`config.mk`:
```
export PLATFORM = sky130hd
export DESIGN_NAME = ppu_mem_arbiter
export DESIGN_NICKNAME = d
export VERILOG_FILES = /design/src/rtl/ppu_mem_arbiter.sv
export SDC_FILE = /design/constraint.sdc
export NUM_CORES = 1
export LEC_CHECK = 0
export BUFFER_PORTS_ARGS = -buffer_cell sky130_fd_sc_hd__buf_2
export CORE_ASPECT_RATIO = 0.6
export CORE_MARGIN = 5
export CORE_UTILIZATION = 27
export DETAILED_ROUTE_END_ITERATION = 16
export GPL_ROUTABILITY_DRIVEN = 1
export PLACE_DENSITY = 0.86
export SLEW_MARGIN = 20
export SYNTH_ARGS = -nofsm -noshare
export SYNTH_HDL_FRONTEND = slang
export SYNTH_SLANG_ARGS = --single-unit
export TNS_END_PERCENT = 5
```
`constraint.sdc`:
```
create_clock -name clk -period 2 [get_ports clk]
set_input_delay 0.4 -clock clk [delete_from_list [all_inputs] [get_ports clk]]
set_output_delay 0.4 -clock clk [all_outputs]
set_load 0.02 [all_outputs]
```
`src/rtl/ppu_mem_arbiter.sv`:
```
// ppu_mem_arbiter: shares VRAM/OAM between CPU, PPU fetch and OAM DMA with PPU-mode lockout.
// Define OAM_DMA_EN to build the FF46 OAM DMA engine; without it FF46 is inert.
module ppu_mem_arbiter #(
  parameter int DMA_LEN         = 160,
  parameter int DMA_START_DELAY = 1
) (
  input  logic        clk,
  input  logic        rst,
  input  logic        lcd_on,
  input  logic [1:0]  ppu_mode,
  input  logic [15:0] cpu_addr,
  input  logic        cpu_rd,
  input  logic        cpu_wr,
  input  logic [7:0]  cpu_wdata,
  output logic [7:0]  cpu_rdata,
  input  logic [15:0] ppu_addr,
  input  logic        ppu_rd,
  output logic [7:0]  ppu_rdata,
  output logic [12:0] vram_addr,
  output logic        vram_rd,
  output logic        vram_wr,
  output logic [7:0]  vram_wdata,
  input  logic [7:0]  vram_rdata,
  output logic [7:0]  oam_addr,
  output logic        oam_rd,
  output logic        oam_wr,
  output logic [7:0]  oam_wdata,
  input  logic [7:0]  oam_rdata,
  output logic [15:0] sys_addr,
  output logic        sys_rd,
  input  logic [7:0]  sys_rdata,
  output logic        dma_active
);
  typedef enum logic [1:0] {SRC_BYTE, SRC_VRAM, SRC_OAM} src_t;
  logic cpu_acc, cpu_rd_only, cpu_in_vram, cpu_in_oam, ppu_in_vram, ppu_in_oam, ff46_wr;
  logic vram_lock, oam_lock, ppu_vram, ppu_oam, cpu_vram, cpu_oam, dma_wr;
  logic [7:0] dma_oam_addr, ff46_byte, cpu_byte;
  src_t cpu_src, ppu_src;

  always_comb begin
    cpu_acc     = cpu_rd | cpu_wr;
    cpu_rd_only = cpu_rd & ~cpu_wr;
    cpu_in_vram = cpu_addr[15:13] == 3'b100;
    cpu_in_oam  = cpu_addr[15:8] == 8'hFE && cpu_addr[7:0] < 8'hA0;
    ppu_in_vram = ppu_addr[15:13] == 3'b100;
    ppu_in_oam  = ppu_addr[15:8] == 8'hFE && ppu_addr[7:0] < 8'hA0;
    ff46_wr     = cpu_wr && cpu_addr == 16'hFF46;
    vram_lock   = lcd_on && ppu_mode == 2'd3;
    oam_lock    = (lcd_on && ppu_mode[1]) || dma_active;
    ppu_vram    = ppu_rd && ppu_in_vram;
    ppu_oam     = ppu_rd && ppu_in_oam && !dma_active;
    cpu_vram    = cpu_acc && cpu_in_vram && !vram_lock && !ppu_vram;
    cpu_oam     = cpu_acc && cpu_in_oam && !oam_lock && !ppu_oam;
  end

  always_comb begin
    vram_rd    = !rst && (ppu_vram || (cpu_vram && cpu_rd_only));
    vram_wr    = !rst && cpu_vram && cpu_wr;
    vram_addr  = rst ? 13'h0 : ppu_vram ? ppu_addr[12:0] : cpu_vram ? cpu_addr[12:0] : 13'h0;
    vram_wdata = vram_wr ? cpu_wdata : 8'h0;
    oam_rd     = !rst && (ppu_oam || (cpu_oam && cpu_rd_only));
    oam_wr     = dma_wr || (!rst && cpu_oam && cpu_wr);
    oam_addr   = rst ? 8'h0 : dma_wr ? dma_oam_addr : ppu_oam ? ppu_addr[7:0] : cpu_oam ? cpu_addr[7:0] : 8'h0;
    oam_wdata  = dma_wr ? sys_rdata : oam_wr ? cpu_wdata : 8'h0;
  end

  // Per-requester source tag lines rdata up with the 1-cycle RAM latency.
  always_ff @(posedge clk)
    if (rst) begin
      cpu_src  <= SRC_BYTE;
      ppu_src  <= SRC_BYTE;
      cpu_byte <= 8'hFF;
    end else begin
      cpu_src  <= !cpu_rd_only ? SRC_BYTE : cpu_vram ? SRC_VRAM : cpu_oam ? SRC_OAM : SRC_BYTE;
      ppu_src  <= ppu_vram ? SRC_VRAM : ppu_oam ? SRC_OAM : SRC_BYTE;
      cpu_byte <= (cpu_rd_only && cpu_addr == 16'hFF46) ? ff46_byte : 8'hFF;
    end

  always_comb begin
    cpu_rdata = cpu_src == SRC_VRAM ? vram_rdata : cpu_src == SRC_OAM ? oam_rdata : cpu_byte;
    ppu_rdata = ppu_src == SRC_VRAM ? vram_rdata : ppu_src == SRC_OAM ? oam_rdata : 8'hFF;
  end

`ifdef OAM_DMA_EN
  typedef enum logic [1:0] {IDLE, DELAY, XFER} dma_state_t;
  localparam logic [8:0] LEN  = 9'(DMA_LEN);
  localparam logic [7:0] WAIT = 8'(DMA_START_DELAY - 1);
  dma_state_t state, state_nx;
  logic [8:0] idx;
  logic [7:0] dcnt, src_hi;

  always_ff @(posedge clk)
    if (rst) begin
      state  <= IDLE;
      idx    <= 9'd0;
      dcnt   <= 8'd0;
      src_hi <= 8'h0;
    end else begin
      state  <= state_nx;
      idx    <= (state == XFER && !ff46_wr) ? idx + 9'd1 : 9'd0;
      dcnt   <= (state == DELAY && !ff46_wr) ? dcnt + 8'd1 : 8'd0;
      if (ff46_wr) src_hi <= cpu_wdata;
    end

  // A write to FF46 restarts from any state; the write issued this cycle still lands.
  always_comb
    state_nx = ff46_wr ? DELAY
             : (state == DELAY && dcnt == WAIT) ? XFER
             : (state == XFER && idx == LEN) ? IDLE : state;

  always_comb begin
    dma_active   = state != IDLE;
    sys_rd       = !rst && state == XFER && idx < LEN;
    sys_addr     = sys_rd ? {src_hi, idx[7:0]} : 16'h0;
    dma_wr       = !rst && state == XFER && idx != 9'd0;
    dma_oam_addr = idx[7:0] - 8'd1;
    ff46_byte    = src_hi;
  end
`else
  logic unused_cfg;
  always_comb begin
    dma_active   = 1'b0;
    sys_rd       = 1'b0;
    sys_addr     = 16'h0;
    dma_wr       = 1'b0;
    dma_oam_addr = 8'h0;
    ff46_byte    = 8'hFF;
  end
  assign unused_cfg = ^{ff46_wr, 8'(DMA_LEN), 8'(DMA_START_DELAY)};
`endif
endmodule

```
==> flow_summary.ini <==
[global_routing]
overflow = 0
grt_use_met2_pct = 31.31
met1_usage_pct = 19.72
track_usage_pct = 17.07
grt_util_met3_pct = 2.933
grt_antenna_before_repair = 0
grt_pass1_vias = 1520
grt_pass1_wl_mm = 6.886
top_usage_layer = met2
grt_max_degree = 11

[clock_network]
clock_sinks = 4
path_clk_slew_ns = 0.03
cts-root-buf = clkbuf_8
cts.htree.levels = 1
clockBufferDepth = 2
cts_tree = built
cts_buffers = 3

[worst_setup_path]
crit_type = primary input to primary output
slowest_stage = or4b_4
path_buf_inv = 2
crit_family = simple AND/OR/NAND/NOR gates
required_ns = 1.60
crit_arrival_ns = 1.85
critPathLaunchType = primary input
crit_top_cell = buf_6
crit_chain = buf_6 > nand4b_1 > or4b_4 > and3b_2 > and3_4 > buf_6
cp_max_fo = 5
cp_slowest_stage_delay_ns = 0.58
crit_path_end_kind = primary output

[synth]
avgSynthCellArea_um2 = 7.451
synthDistinctLibCells = 36
ys_top_cells_by_area = o22a_1 (14%), buf_4 (14%), a32o_1 (8.1%), dfxtp_1 (8.1%), nor2b_1 (6.9%)
yosysTopAreaCellShare_pct = 14.14
ys_ff_latch = 4
syn-cell-area_um2 = 991.0
synth_largest_area_cell = o22a_1
synthCells = 133
synth_seq_area_share_pct = 8.081
yosysWarnings = 0

[timing]
max_freq_mhz = 445.2
finalMaxSlewViolations = 0
setup_viol = 32
fin_tns_setup_ns = -4.793
fin_crit_sh_pct = 112.3
rsz0062_at_grt = true
fin_ws_ns = -0.2461
hold_viol_final = 0
period_needed_ns = 2.246
holdWs_ns = 0.5336

[detailed_routing]
drtIter0Drc = 36
remaining_drc_errors = 0
antenna_left = 0
avgRoutedWirePerCell_um = 15.55
wl_mm = 4.866
vias_per_cell = 4.955
vias = 1551
drtPass1Iterations = 4

[status]
failed_checks = setup timing
status = complete, but fails checks

[floorplanning]
coreArea_um2 = 3595
pin_count = 147
die_area_um2 = 5021
die_x_um = 88.21
rows = 17
start_util_pct = 27.57
die_h_um = 56.93

[worst_hold_path]
hold_class = primary input to register

[cells_and_area]
final_common_cell = buf_2
final_cell_mix = buf_2 (98), buf_4 (28), conb_1 (18)
layout.nets = 340
syn2layout_area_growth_pct = 96.21
n_fill_cell = 327
drive_gt1_share_pct = 62.78
diodes = 0

[placed_design]
place.gp.congestion = 0.8010
place_ws_ns = -0.4310
dpl.hpwl_mm = 3.859
numPortBuffers = 120

[power]
vdd_drop_max_mv = 0.1479
p_leak_nw = 0.9908
power_density_nw_per_um2 = 237.4
fin_total_pwr_mw = 0.4615

[flow_run]
drv_cap = 0
-- synthesized netlist by cell type, drive strengths merged --
cell    number
or3b         1
nand2        2
or2          1
and2         9
nand2b       4
nor4bb       1
a21o         1
buf         22
o21ai        3
or4b         1
a311o        1
dfxtp        4
and3b        1
clkbuf       7
nor2         8
a32o         8
nand3        1
and3         9
nor3         2
nand4b       2
conb         1
a22o         8
o22a        16
or3          1
a22oi        5
nand4        1
nor2b       11
a211oi       1
inv          1
-- where the power goes --
| part | internal [mW] | switching (mW) | leakage, nW | total (mW) |
|---|---|---|---|---|
| Clock | 0.128 | 0.0357 | 0.0216 | 0.163 |
| Sequential | 0.0809 | 0.000184 | 0.0323 | 0.0811 |
| Combinational | 0.0962 | 0.121 | 0.937 | 0.217 |
-- area by class of cell --
cell class | instances | area, um2 | share of cell area, %
multi-input cells | 117 | 882.1 | 45.37
repair buffers | 141 | 878.3 | 45.17
flip-flops and latches | 4 | 80.08 | 4.118
well taps | 47 | 58.81 | 3.024
clock buffers | 3 | 41.29 | 2.124
inverters | 1 | 3.754 | 0.1931
-- final timing paths --
check	from	to	slack [ns]	cells past startpoint
worst max-delay path	ppu_addr[8]	oam_wdata[1]	-0.25	6
worst min-delay path	cpu_wr	cpu_src[0]	0.53	3
-- cells by family after synthesis --
kind of cell	share of synthesized area [%]
compound gates	37.25
flops	8.081
other cells	0.3784
simple gates	34.47
buf+inv	19.82
-- per-layer routing --
| layer | wire length, um | vias up |
|---|---|---|
| li1 | - | 738 |
| met1 | 1786 | 710 |
| met2 | 2455 | 91 |
| met3 | 521 | 12 |
| met4 | 103 | 0 |
| met5 | 0 | - |
-- registers in the layout (all words and copies together), names as in the netlist --
register,flops
cpu_src,2
ppu_src,2
-- through the flow --
step | area [um2] | instances | util (%)
5_1_grt | 1944 | 313 | 54.09
2_1_floorplan | 1060 | 150 | -
3_3_place_gp | 1695 | 308 | 47.16
6_report | 1944 | 313 | 54.09
4_1_cts | 1827 | 312 | 50.82
3_5_place_dp | 1695 | 308 | 47.16
-- timing repair --
item	CTS	global route
resized for setup	26	31
endpoints found under the setup margin	40	40
buffers inserted	0	1
hold buffers	0	0
pin swaps	1	6
gates cloned	1	0
(Power assumes the default switching activity.)
